===== src/rtl/aes_256_arbiter.sv =====
// aes_256_arbiter: round-robin sharing of one pipelined aes_256 core with credit-limited per-requester result FIFOs
module aes_256_arbiter #(
  parameter int NREQ       = 2,
  parameter int LATENCY    = 29,
  parameter int FIFO_DEPTH = 4
) (
  input  logic                sys_clk,
  input  logic                sys_rst,
  input  logic [NREQ-1:0]     req_valid,
  output logic [NREQ-1:0]     req_ready,
  input  logic [NREQ*128-1:0] req_state,
  input  logic [NREQ*256-1:0] req_key,
  output logic [NREQ-1:0]     rsp_valid,
  input  logic [NREQ-1:0]     rsp_ready,
  output logic [NREQ*128-1:0] rsp_data,
  output logic [127:0]        core_state,
  output logic [255:0]        core_key,
  input  logic [127:0]        core_out
);
  localparam int IW = $clog2(NREQ);
  localparam int CW = $clog2(FIFO_DEPTH + 1);
  localparam int AW = FIFO_DEPTH > 1 ? $clog2(FIFO_DEPTH) : 1;
  logic [IW-1:0] ptr_q, ptr_d, gidx;
  logic found;
  logic [NREQ-1:0] elig, push, pop;
  logic [CW-1:0] cnt_q [NREQ], cnt_d [NREQ], occ_q [NREQ], occ_d [NREQ];
  logic [AW-1:0] wr_q [NREQ], wr_d [NREQ], rd_q [NREQ], rd_d [NREQ];
  logic [127:0] mem_q [NREQ][FIFO_DEPTH], mem_d [NREQ][FIFO_DEPTH];
  logic [LATENCY:0] pv_q, pv_d;
  logic [IW-1:0] pidx_q [LATENCY+1], pidx_d [LATENCY+1];
  logic [127:0] core_state_q, core_state_d;
  logic [255:0] core_key_q, core_key_d;
  function automatic logic [AW-1:0] nxt(input logic [AW-1:0] p);
    return p == AW'(FIFO_DEPTH - 1) ? '0 : p + 1'b1;
  endfunction
  assign core_state = core_state_q;
  assign core_key   = core_key_q;
  for (genvar g = 0; g < NREQ; g++) begin : g_rsp
    assign rsp_valid[g] = occ_q[g] != '0;
    assign rsp_data[128*g +: 128] = mem_q[g][rd_q[g]];
  end
  // cnt covers in-flight plus buffered results, so a FIFO can never be overrun
  always_comb begin
    found = 1'b0;
    gidx = ptr_q;
    for (int i = 0; i < NREQ; i++) elig[i] = req_valid[i] && cnt_q[i] < CW'(FIFO_DEPTH);
    for (int k = 1; k <= NREQ; k++)
      if (!found && elig[IW'((int'(ptr_q) + k) % NREQ)]) begin
        found = 1'b1;
        gidx = IW'((int'(ptr_q) + k) % NREQ);
      end
    req_ready = '0;
    if (found && !sys_rst) req_ready[gidx] = 1'b1;
  end
  always_comb begin
    ptr_d = found ? gidx : ptr_q;
    core_state_d = found ? req_state[128*int'(gidx) +: 128] : '0;
    core_key_d = found ? req_key[256*int'(gidx) +: 256] : '0;
    pv_d = {pv_q[LATENCY-1:0], found};
    pidx_d[0] = gidx;
    for (int s = 1; s <= LATENCY; s++) pidx_d[s] = pidx_q[s-1];
    mem_d = mem_q;
    for (int i = 0; i < NREQ; i++) begin
      push[i] = pv_q[LATENCY] && pidx_q[LATENCY] == IW'(i);
      pop[i] = rsp_valid[i] && rsp_ready[i];
      cnt_d[i] = cnt_q[i] + CW'(req_ready[i]) - CW'(pop[i]);
      occ_d[i] = occ_q[i] + CW'(push[i]) - CW'(pop[i]);
      wr_d[i] = push[i] ? nxt(wr_q[i]) : wr_q[i];
      rd_d[i] = pop[i] ? nxt(rd_q[i]) : rd_q[i];
      if (push[i]) mem_d[i][wr_q[i]] = core_out;
    end
  end
  always_ff @(posedge sys_clk) begin
    mem_q <= mem_d;
    pidx_q <= pidx_d;
    if (sys_rst) begin
      ptr_q <= IW'(NREQ - 1);
      pv_q <= '0;
      core_state_q <= '0;
      core_key_q <= '0;
      cnt_q <= '{default: '0};
      occ_q <= '{default: '0};
      wr_q <= '{default: '0};
      rd_q <= '{default: '0};
    end else begin
      ptr_q <= ptr_d;
      pv_q <= pv_d;
      core_state_q <= core_state_d;
      core_key_q <= core_key_d;
      cnt_q <= cnt_d;
      occ_q <= occ_d;
      wr_q <= wr_d;
      rd_q <= rd_d;
    end
  end
endmodule


===== config.mk =====
export PLATFORM = sky130hd
export DESIGN_NAME = aes_256_arbiter
export DESIGN_NICKNAME = d
export VERILOG_FILES = /design/src/rtl/aes_256_arbiter.sv
export SDC_FILE = /design/constraint.sdc
export NUM_CORES = 1
export LEC_CHECK = 0
export ABC_CLOCK_PERIOD_IN_PS = 5900
export BUFFER_PORTS_ARGS = -buffer_cell sky130_fd_sc_hd__buf_2
export CORE_AREA = 2 2 596 598
export CTS_CLUSTER_SIZE = 40
export DETAILED_ROUTE_END_ITERATION = 7
export DIE_AREA = 0 0 598 600
export GPL_TIMING_DRIVEN = 0
export PLACE_DENSITY = 0.38
export SLEW_MARGIN = 20
export SYNTH_ARGS = -nofsm -noshare
export SYNTH_HDL_FRONTEND = slang
export SYNTH_SLANG_ARGS = --single-unit

===== constraint.sdc =====
create_clock -name sys_clk -period 5.9 [get_ports sys_clk]
set_clock_uncertainty 0.2 [all_clocks]
set_input_delay 1.18 -clock sys_clk [delete_from_list [all_inputs] [get_ports sys_clk]]
set_output_delay 1.18 -clock sys_clk [all_outputs]
set_load 0.02 [all_outputs]

== Word-level counts from Yosys, hierarchy flattened ==
Cells that the tools add are included.

* Add/sub/neg operators: 12
* Multiply operators: 0
* Div/mod/pow operators: 0
* Magnitude comparators: 11
* Equality and inequality tests: 4
* Shifts and indexed selects: 2
* Multiplexer cells: 27
* Bitwise logic cells: 6
* Reduce and logical (&&, ||, !) cells: 15

{| class="wikitable"
|+ Operators by type and width
! operator !! number
|-
| $bwmux 512 || 2
|-
| $mux 128 || 6
|-
| $bmux 128 s2 || 2
|-
| $demux 128 s2 || 2
|-
| $shiftx 512x10->256 || 1
|-
| $shiftx 256x9->128 || 1
|-
| $ge 3x3->1 const B || 4
|-
| $not 2->3 || 4
|-
| $logic_and 1x1->1 || 10
|-
| $mux 2 || 5
|-
| $add 3x1->3 || 3
|-
| $mux 1 || 9
|-
| $sub 3x1->3 || 3
|-
| $add 2x1->2 const B || 4
|-
| $eq 2x2->1 const B || 4
|-
| $lt 1x3->1 const B || 2
|-
| $lt 3x1->1 const B || 2
|-
| $reduce_bool 3->1 || 2
|-
| $lt 3x3->1 const B || 1
|-
| $add 1x1->1 const B || 2
|-
| $logic_not 1->1 || 2
|-
| $lt 1x2->1 const B || 1
|-
| $not 1->1 || 2
|-
| $reduce_or 2->1 || 1
|-
| other kinds (2) || 2
|}

* Bits in registers: 1486
* Latch bits: 0
* RAM bits: 0
* Memory bits (read-only): 0
* Memories: 0

== Depth between registers and ports, before layout ==
* Depth after elaboration: 15
* Gate-level depth with buffers: 12
* Gate-level depth less buffers: 10

== Worst setup path after synthesis ==
No wires, ideal clock.

* Path kind: flip-flop to flip-flop
* From: register pv_q[29]
* To: register mem_q[1000] (netlist name), enable pin
* Library setup time: 0.502 ns
* Arrival time: 3.716 ns
* Data required time: 5.198 ns
* Path slack: 1.482 ns
* Stages on the path, launching flop included: 4
* Path buffers: 1
* Cells stage by stage: dfxtp_1 > nor2b_1 > clkbuf_1 > and2_1

* Word-level cells in the longest chain between the ends: 1

{| class="wikitable"
|+ Ends and longest elaborated chain
! element !! RTL line !! source
|-
| from (decl) || 29 || <nowiki>logic [LATENCY:0] pv_q, pv_d;</nowiki>
|-
| from (signal assigned) || 87 || <nowiki>pv_q <= pv_d;</nowiki>
|-
| $logic_and 1x1->1 || 64 || <nowiki>push[i] = pv_q[LATENCY] && pidx_q[LATENCY] == IW'(i);</nowiki>
|-
| net push[0] || 25 || <nowiki>logic [NREQ-1:0] elig, push, pop;</nowiki>
|-
| to (signal assigned) || 74 || <nowiki>mem_q <= mem_d;</nowiki>
|-
| to (decl) || 28 || <nowiki>logic [127:0] mem_q [NREQ][FIFO_DEPTH], mem_d [NREQ][FIFO_DEPTH];</nowiki>
|}

The timed path passes the listed nets, and every way through them passes these cells.
A chain may end at the register's enable or synchronous reset.

== Worst setup path in the final report ==
* From: register rd_q[1] (netlist name)
* To: output rsp_data[230]

* Word-level cells in the longest chain between the ends: 4

{| class="wikitable"
|+ Ends and longest elaborated chain
! element !! RTL line !! source
|-
| from (decl) || 27 || <nowiki>logic [AW-1:0] wr_q [NREQ], wr_d [NREQ], rd_q [NREQ], rd_d [NREQ];</nowiki>
|-
| from (signal assigned) || 93 || <nowiki>rd_q <= rd_d;</nowiki>
|-
| $not 2->3 (not written as such) || 40 || <nowiki>assign rsp_data[128*g +: 128] = mem_q[g][rd_q[g]];</nowiki>
|-
| $bmux 128 s2 || 40 ||
|-
| $mux 128 (not written as such) (2 in a row) || 40 ||
|-
| to (decl) || 15 || <nowiki>output logic [NREQ*128-1:0] rsp_data,</nowiki>
|}

No other way between the ends. The select of a mux whose other input is x is not followed.

==> results_dict.tcl <==
set metrics [dict create \
    synth_seq_cells 1486 \
    io_buffers 1544 \
    tightest_slew_ns 1.28 \
    place_inst 8990 \
    run_status "complete, no violations" \
    critical_path.max_stage_delay_ns 0.83 \
    path_buf_inv 3 \
    grt.met3_usage 0.0929 \
    row_count 218 \
    grt_pass1_vias 35490 \
    synth_area_um2 53100 \
    synthMuxAreaShare 0.182 \
    cap_violations 0 \
    nets 5478 \
    ys_warn_count 0 \
    antenna_left 0 \
    wl_per_cell_um 36.0 \
    synth_cell_types 28 \
    postSynthCellCount 2784 \
    cts_buffers 185 \
    ctsResizeCount 0 \
    nFillCells 37762 \
    place_area_um2 67700 \
    die-area_um2 359000 \
    first_pass_iters 6 \
    cts_tree "done" \
    min_path_type "reg2reg" \
    cts_max_level 4 \
    final_cells 9566 \
    setup_violations 0 \
    critPathKind "reg2out" \
    critPathTopFamily "buffers and inverters" \
    final_cell_mix "buf_2 (1609), edfxtp_1 (1024), dfxtp_1 (462)" \
    cts.sinks 1486 \
    reg2reg_depth 5 \
    met1_usage 0.185 \
    critPathRequiredTime_ns 4.52 \
    clk_latency_ns 0.88 \
    die_h_um 600 \
    syn2layout_area_growth_pct 39.9 \
    via_count 34993 \
    fmax_ghz 0.199 \
    reg2reg_slack_ns 2.18 \
    r2r_end "core_state[14]" \
    grt-ovfl-total 0 \
    powerDensity_nw_per_um2 411 \
    grt_max_degree 38 \
    post-route-period-util 0.853 \
    cp_slowest_cell "clkbuf_1" \
    final_core_util 0.211 \
    synthSimpleGateAreaFrac 0.0365 \
    post-dp-hpwl_um 289000 \
    endpoint "rsp_data[230]" \
    layout_setup_ws_ns 0.865 \
    grtUsageTotal 0.185 \
    p_leak_nw 29.0 \
    start_util 0.151 \
    syn_avg_cell_area_um2 19.1 \
    critPathLaunchType "register" \
    irDropWorstVdd_mv 0.250 \
    antenna_found_initial 272 \
    relSlewSlack 0.120 \
    drt-initial-drc-count 2803 \
    die_w_um 598 \
    synth-compound-area-share 0.000566 \
    finalInstanceArea_um2 74300 \
    finalPower_mw 30.5 \
    hold_violations 0 \
    clk_pin_slew_worst_paths_ns 0.06 \
    cp.depth 4 \
    final_common_cell "buf_2" \
    viasPerCell 3.66 \
    grt_pass1_wl_um 418000 \
    startpoint "rd_q[1]" \
    dp_slack_ns 1.41 \
    synthAdderAreaFrac 0.00490 \
    post-cts-setup-buffers 0 \
    ios 1546 \
    arrival_ns 3.66 \
    drive_gt1_frac 0.489 \
    path_cells "buf_2 > clkbuf_1 > mux4_2 > buf_2" \
    worstReg2RegStart "ptr_q" \
    grt_setup_unrepaired "no" \
    grt-busiest-layer "met2" \
    cts_hold_buf 0 \
    yosysSeqAreaShare 0.753 \
    use_met2 0.315 \
    clk_path_buf_depth 4 \
    crit_fanout 10 \
    crit_top_cell "buf_2" \
    synth_nets 3705 \
    drt_wl_total_um 344000 \
    drc 0 \
    fin_crit_ns 5.04 \
    endpoint_kind "output port" \
    cts-root-buf "clkbuf_16" \
    drv_slew 0 \
    place.gp.congestion 1.00 \
    synth_top_family_by_area "multiplexers" \
    synth_xor_area_frac 0.000660 \
    fp.coreArea_um2 352000 \
]
[kinds of logic after synthesis]
group           count (synthesis)
flops                        1486
compound gates                  5
simple gates                  458
fa+ha+maj                      19
buf+inv                       167
xor+xnor                        4
mux                           645
[layout make-up]
type / count / area, µm² / area share
Antenna cell: 243 / 608 / 0.00819
Buffer: 150 / 1120 / 0.0151
Clock buffer: 247 / 5020 / 0.0676
Clock inverter: 86 / 966 / 0.0130
Inverter: 17 / 63.8 / 0.000859
Multi-Input combinational cell: 1131 / 12100 / 0.163
Sequential cell: 1486 / 40000 / 0.539
Tap cell: 4620 / 5780 / 0.0778
Timing Repair Buffer: 1586 / 8630 / 0.116
[power breakdown]
| part | switching, mW | internal, mW | total [mW] | leakage, nW |
|---|---|---|---|---|
| Clock | 4.72 | 6.62 | 11.3 | 2.90 |
| Combinational | 4.95 | 2.49 | 7.44 | 13.1 |
| Sequential | 0.203 | 11.5 | 11.7 | 13.0 |
[metal layers]
| layer | up-vias | part of all wire |
|---|---|---|
| met5 | - | 0.00066 |
| met4 | 36 | 0.050 |
| met2 | 1888 | 0.50 |
| met3 | 654 | 0.12 |
| met1 | 17947 | 0.34 |
| li1 | 14468 | - |
[cells in the mapped netlist]
master / n / share of area
fa_1: 3 / 0.0011
buf_2: 65 / 0.0061
nand3_1: 1 / 0.000094
and3_1: 4 / 0.00047
nor2_1: 368 / 0.026
or2_2: 1 / 0.00012
buf_1: 2 / 0.00014
xor2_1: 3 / 0.00049
nand2_1: 4 / 0.00028
and2_1: 8 / 0.00094
buf_4: 6 / 0.00085
buf_6: 60 / 0.013
ha_1: 16 / 0.0038
xnor2_1: 1 / 0.00016
clkbuf_1: 17 / 0.0012
dfxtp_1: 462 / 0.17
mux4_2: 256 / 0.11
or2_1: 1 / 0.00012
nor3_1: 3 / 0.00028
a21oi_1: 3 / 0.00028
mux2i_1: 389 / 0.073
nand2b_4: 1 / 0.00026
inv_1: 17 / 0.0012
nor2_2: 30 / 0.0035
o31ai_1: 2 / 0.00028
or3_1: 4 / 0.00047
nor2b_1: 33 / 0.0039
edfxtp_1: 1024 / 0.58
[sequential cells by signal (all words and copies together) (netlist names), 3 cells and up]
register	flops
cnt_q	3
pv_q	30
occ_q	6
mem_q	1024
core_key	256
pidx_d	29
rd_q	4
wr_q	4
core_state	128
[worst min-delay path by stage]
stage / startpoint / end / slack, ns / cells past startpoint
global placement: pidx_d[0] / pidx_q[0] / 0.11 / 0
finish: pidx_d[8] / pidx_d[7] / 0.12 / 0
global route: pidx_d[21] / pidx_d[20] / 0.13 / 0
floorplan: pidx_d[1] / pidx_d[0] / 0.11 / 0
detailed placement: pidx_d[27] / pidx_d[26] / 0.11 / 0
CTS: pidx_d[8] / pidx_d[7] / 0.12 / 0
[per-stage QoR]
stage	TNS, ns	hold slack [ns]
global route	0	0.128
floorplan	0	0.110
global placement	-2763.23	0.112
detailed placement	0	0.112
CTS	0	0.121
finish	0	0.119
No activity file was read; power rests on OpenSTA's default activity.
